File: src/rtl/hazard_controller.sv
// Hazard unit for a five-stage pipeline: tracks the E/M/W producers and drives the stall, flush and forward controls.
// Define HAZARD_FORWARDING_EN to build operand forwarding; without it, any RAW hazard stalls until the producer retires.
module hazard_controller (
    input  logic        clk,
    input  logic        rst,
    input  logic [4:0]  Rs1D,
    input  logic [4:0]  Rs2D,
    input  logic [4:0]  RdD,
    input  logic        RegWriteD,
    input  logic [1:0]  ResultSrcD,
    input  logic        PCSrcE,
    output logic        StallF,
    output logic        StallD,
    output logic        FlushD,
    output logic        FlushE,
    output logic [1:0]  ForwardAE,
    output logic [1:0]  ForwardBE,
    output logic [15:0] StallCount
);

    typedef struct packed {
        logic       valid;
        logic [4:0] rd;
        logic       regWrite;
        logic       isLoad;
    } slot_t;

    slot_t       slotE_q;
    slot_t       slotM_q;
    slot_t       slotW_q;
    logic [15:0] stallCount_q;
    logic [15:0] stallCount_d;

    logic        hazard;
    logic [1:0]  fwdA;
    logic [1:0]  fwdB;
    logic        unusedSlotBits;

    // A slot only counts as the producer of r when it is live, writes back, and r is not x0.
    function automatic logic produces(input slot_t s, input logic [4:0] r);
        return s.valid && s.regWrite && (s.rd == r) && (r != 5'd0);
    endfunction

    // The load flag leaves the scoreboard from W without being consulted again.
    assign unusedSlotBits = slotW_q.isLoad;

`ifdef HAZARD_FORWARDING_EN
    logic [4:0] rs1E_q;
    logic [4:0] rs2E_q;

    always_comb begin
        fwdA   = 2'b00;
        fwdB   = 2'b00;
        hazard = 1'b0;
        if (produces(slotM_q, rs1E_q)) begin
            fwdA = 2'b10;
        end else if (produces(slotW_q, rs1E_q)) begin
            fwdA = 2'b01;
        end
        if (produces(slotM_q, rs2E_q)) begin
            fwdB = 2'b10;
        end else if (produces(slotW_q, rs2E_q)) begin
            fwdB = 2'b01;
        end
        // Load data only exists from W onward, so a load in E needs one bubble.
        if (slotE_q.isLoad && (produces(slotE_q, Rs1D) || produces(slotE_q, Rs2D))) begin
            hazard = 1'b1;
        end
    end

    always_ff @(posedge clk) begin
        if (rst) begin
            rs1E_q <= 5'd0;
            rs2E_q <= 5'd0;
        end else if (FlushE) begin
            rs1E_q <= 5'd0;
            rs2E_q <= 5'd0;
        end else begin
            rs1E_q <= Rs1D;
            rs2E_q <= Rs2D;
        end
    end
`else
    always_comb begin
        fwdA   = 2'b00;
        fwdB   = 2'b00;
        hazard = 1'b0;
        // No bypass paths: wait until no in-flight instruction writes a Decode source.
        if (produces(slotE_q, Rs1D) || produces(slotE_q, Rs2D) ||
            produces(slotM_q, Rs1D) || produces(slotM_q, Rs2D) ||
            produces(slotW_q, Rs1D) || produces(slotW_q, Rs2D)) begin
            hazard = 1'b1;
        end
    end
`endif

    // A resolved branch discards both younger instructions, which makes any stall pointless.
    always_comb begin
        StallF    = 1'b0;
        StallD    = 1'b0;
        FlushD    = 1'b0;
        FlushE    = 1'b0;
        ForwardAE = 2'b00;
        ForwardBE = 2'b00;
        if (!rst) begin
            ForwardAE = fwdA;
            ForwardBE = fwdB;
            if (PCSrcE) begin
                FlushD = 1'b1;
                FlushE = 1'b1;
            end else begin
                StallF = hazard;
                StallD = hazard;
                FlushE = hazard;
            end
        end
    end

    assign stallCount_d = (StallD && (stallCount_q != 16'hFFFF)) ? stallCount_q + 16'd1 : stallCount_q;
    assign StallCount   = stallCount_q;

    always_ff @(posedge clk) begin
        if (rst) begin
            slotE_q      <= '0;
            slotM_q      <= '0;
            slotW_q      <= '0;
            stallCount_q <= 16'd0;
        end else begin
            slotW_q <= slotM_q;
            slotM_q <= slotE_q;
            if (FlushE) begin
                slotE_q <= '0;
            end else begin
                slotE_q.valid    <= 1'b1;
                slotE_q.rd       <= RdD;
                slotE_q.regWrite <= RegWriteD;
                slotE_q.isLoad   <= (ResultSrcD == 2'b01);
            end
            stallCount_q <= stallCount_d;
        end
    end

endmodule

File: config.mk
export PLATFORM = sky130hd
export DESIGN_NAME = hazard_controller
export DESIGN_NICKNAME = d
export VERILOG_FILES = /design/src/rtl/hazard_controller.sv
export SDC_FILE = /design/constraint.sdc
export NUM_CORES = 1
export LEC_CHECK = 0
export BUFFER_PORTS_ARGS = -buffer_cell sky130_fd_sc_hd__clkbuf_2
export CAP_MARGIN = 30
export CORE_AREA = 2 2 72 74
export CTS_CLUSTER_SIZE = 28
export DETAILED_ROUTE_END_ITERATION = 16
export DIE_AREA = 0 0 74 76
export GPL_ROUTABILITY_DRIVEN = 0
export MAX_ROUTING_LAYER = met4
export SLEW_MARGIN = 40
export SYNTH_ARGS = -nofsm -noshare
export SYNTH_HDL_FRONTEND = slang
export SYNTH_SLANG_ARGS = --single-unit
File: constraint.sdc
create_clock -name clk -period 4.2 [get_ports clk]
set_input_delay 1.05 -clock clk [delete_from_list [all_inputs] [get_ports clk]]
set_output_delay 1.05 -clock clk [all_outputs]
set_load 0.01 [all_outputs]
==> reports/qor.yml <==
run_status:
  status: "complete, no violations"
grt:
  grt_pass1_wl_mm: 6.57
  grt_pass1_vias: 1465
  grt_overflow: 0
  grt.total_usage_pct: 15.3
  antenna_found_initial: 0
  grt_max_degree: 39
worst_setup_path:
  r2r-end: "StallCount[2]$_SDFFE_PP0P_"
  crit_required_ns: 3.15
  cp_max_fo: 4
  critical_path_class: "in -> out"
  crit_arrival_ns: 2.78
  path_cells: "clkbuf_2, or4_4, o211ai_1, o22ai_1, a32oi_2, and2_1, a21oi_1, clkbuf_2"
  critPathCaptureType: "output pin"
  cp_slowest_cell: "or4_4"
  critPathTopFamily: "simple AND/OR/NAND/NOR gates"
  r2r_cells: 8
  reg2reg_from: "StallCount[0]$_SDFFE_PP0P_"
  worst-r2r-setup-slack_ns: 1.89
  startpoint_type: "primary input"
  worst_path_largest_cell_delay_ns: 0.56
  crit_top_cell: "clkbuf_2"
  crit_buf_inv: 2
synthesis:
  synth-compound-area-share_pct: 13.1
  synth_fa_ha_area_share_pct: 0.661
  yosysWarnings: 0
  synth-xor-area-share_pct: 15.3
  synth_seq_cells: 37
  synthSimpleGateAreaFrac_pct: 24.8
  synthMuxAreaShare_pct: 2.31
  syn_area_um2: 1890
  avgSynthCellArea_um2: 9.01
  ys_seq_area_share_pct: 39.2
  syn_inst: 210
  synth.distinct_cells: 36
  synth_top_family_by_area: "simple AND/OR/NAND/NOR gates"
worst_hold_path:
  hp-start: "slotE_q[1]$_SDFF_PP0_"
  min_path_cells: 1
  hp-class: "reg -> reg"
  holdPathEnd: "slotM_q[1]$_SDFF_PP0_"
sta:
  max_slew_margin_pct: 60.3
  tns_ns: 0
  maxSlewViolCount: 0
  rsz0062_at_grt: "false"
  worst_slew_pin_slew_ns: 0.595
  setup_ws_ns: 0.374
  finalCriticalPeriod_ns: 3.83
  finalSetupViolCount: 0
  skew_ns: 0.0115
  fmax_mhz: 261
  hold_viol: 0
  finalCritPeriodShare_pct: 91.1
floorplan:
  num_rows: 26
  initial_utilization_pct: 38.5
  core_region_area_um2: 4910
  die_height_um: 76
  io_pins: 45
  die_area_um2: 5620
  fp.dieW_um: 74
power:
  power_frac_comb_pct: 8.5
  power.density_nw_per_um2: 334
  pwr-share-seq_pct: 48.4
  finalPower_mw: 0.747
  p_leak_nw: 0.819
  p_sw_share_pct: 22.2
  p_clk_share_pct: 43.1
  peakVddDrop_v: 0.000119
  p_sw_mw: 0.166
  p_int_mw: 0.581
finish:
  fillers: 482
  nets: 269
  layout_common_cells: "clkbuf_2, dfxtp_1, xnor2_1, nor2b_1"
  final_cell_area_um2: 2240
  area_growth_pct: 18.3
  diodes: 0
  final_common_cell: "clkbuf_2"
  drive_gt1_share_pct: 21.8
cts:
  cts_buffers: 5
  cts.htree.levels: 2
  cts_root_buf: "clkbuf_8"
  cts_tree: "yes"
  clockBufferDepth: 2
  clkSlewWorstSetupHoldPaths_ns: 0.07
  cts.sinks: 37
  postCtsHoldBufs: 0
  insertion_delay_ns: 0.29
  ctsResizeCount: 0
  post_cts_buffers: 0
drt:
  routedWlPerCell_um: 11.8
  post-route-drc-count: 0
  vias: 1520
  detail_route.first_pass.iterations: 4
  avgViaCountPerCell: 4.78
  wl_mm: 3.75
  drtAntennaViolNets: 0
  drt_iter0_markers: 41
placed_design:
  hpwl_mm: 2.79
  place_area_um2: 2120
  dpl_worst_slack_ns: 0.367
  io_buffer_count: 38
run:
  max-cap-violations: 0
[cells in the mapped netlist]
library cell	number	area, um2
dfxtp_1	37	741
xnor2_1	33	289
nor2b_1	16	100
nand3_1	13	65.1
nor2_1	13	48.8
a21oi_1	10	50.1
and2_1	8	50.1
or3_1	7	43.8
buf_4	6	45.0
nand2_1	6	22.5
o21ai_1	6	30.0
clkbuf_1	5	18.8
and3_1	4	25.0
nor4_1	4	25.0
o211ai_1	4	30.0
inv_1	3	11.3
mux2_1	3	33.8
nand2b_1	3	18.8
nand4_1	3	18.8
nor3_1	3	15.0
o22ai_1	3	18.8
a211oi_1	2	15.0
a31o_1	2	17.5
buf_2	2	10.0
o211ai_2	2	25.0
or4_4	2	22.5
a21bo_1	1	10.0
a21oi_2	1	8.76
a32o_1	1	10.0
a32oi_2	1	16.3
a41oi_2	1	16.3
conb_1	1	3.75
ha_1	1	12.5
mux2i_1	1	10.0
nand3b_1	1	7.51
or2_1	1	6.26
[power by group through the flow]
stage | logic, mW | registers (mW) | clock network (mW)
CTS | 0.0643 | 0.362 | 0.329
global route | 0.0715 | 0.362 | 0.341
finish | 0.0633 | 0.361 | 0.322
floorplan | 0.0467 | 0.369 | 0
global placement | 0.0631 | 0.370 | 0
detailed placement | 0.0639 | 0.370 | 0
[worst register-to-register path, delay by kind of cell (launching register included)]
kind	cells	cell delay (ns)
flops	1	0.40
compound gates	3	0.44
fa+ha+maj	1	0.23
simple gates	4	1.18
[kinds of logic (layout without fill, tap and decap cells)]
family,count (synthesis),after routing
AOI/OAI and AO/OA,34,34
xor gates and xnor gates,33,33
muxes,4,4
DFF,37,37
adders and majority gates,1,1
and+or+nand+nor,84,84
buffers and inverters,16,51
other,1,4
[worst max path at each step]
stage / start / endpoint / cells past startpoint
final: Rs1D[1] / FlushE / 8
after floorplan: Rs1D[0] / StallF / 8
after global routing: Rs2D[1] / FlushE / 8
after CTS: Rs1D[1] / FlushE / 8
after detailed placement: Rs1D[1] / FlushE / 8
after global placement: Rs2D[1] / FlushE / 8
[final cells by class]
cell class | instances | area, um2 | area share, %
clock buffers | 7 | 86.3 | 3.86
clock inverters | 1 | 30.0 | 1.34
inverters | 3 | 11.3 | 0.503
multi-input cells | 160 | 1080 | 48.1
flip-flops and latches | 37 | 741 | 33.1
well taps | 70 | 87.6 | 3.91
repair buffers | 40 | 205 | 9.17
[sequential cells by signal, indices dropped and copies added (netlist names)]
name and flops:
slotE_q 7, StallCount 16, slotW_q 7, slotM_q 7
[metrics by stage]
step	std cells	hold slack, ns	util, %
after global placement	310	0.440	43.2
after CTS	318	0.461	45.6
after detailed placement	310	0.447	43.2
after global routing	318	0.471	45.6
after floorplan	213	0.429	-
final	318	0.458	45.6
[per-layer routing]
| metal | vias to the layer above | GRT usage (%) | part of all wire, % |
|---|---|---|---|
| met5 | - | - | 0 |
| met2 | 28 | 23.5 | 47 |
| met1 | 694 | 19.1 | 47 |
| met4 | 0 | 7.09 | 1.9 |
| met3 | 5 | 3.17 | 4.2 |
| li1 | 793 | - | - |
Power figures use the tool's default switching activity.
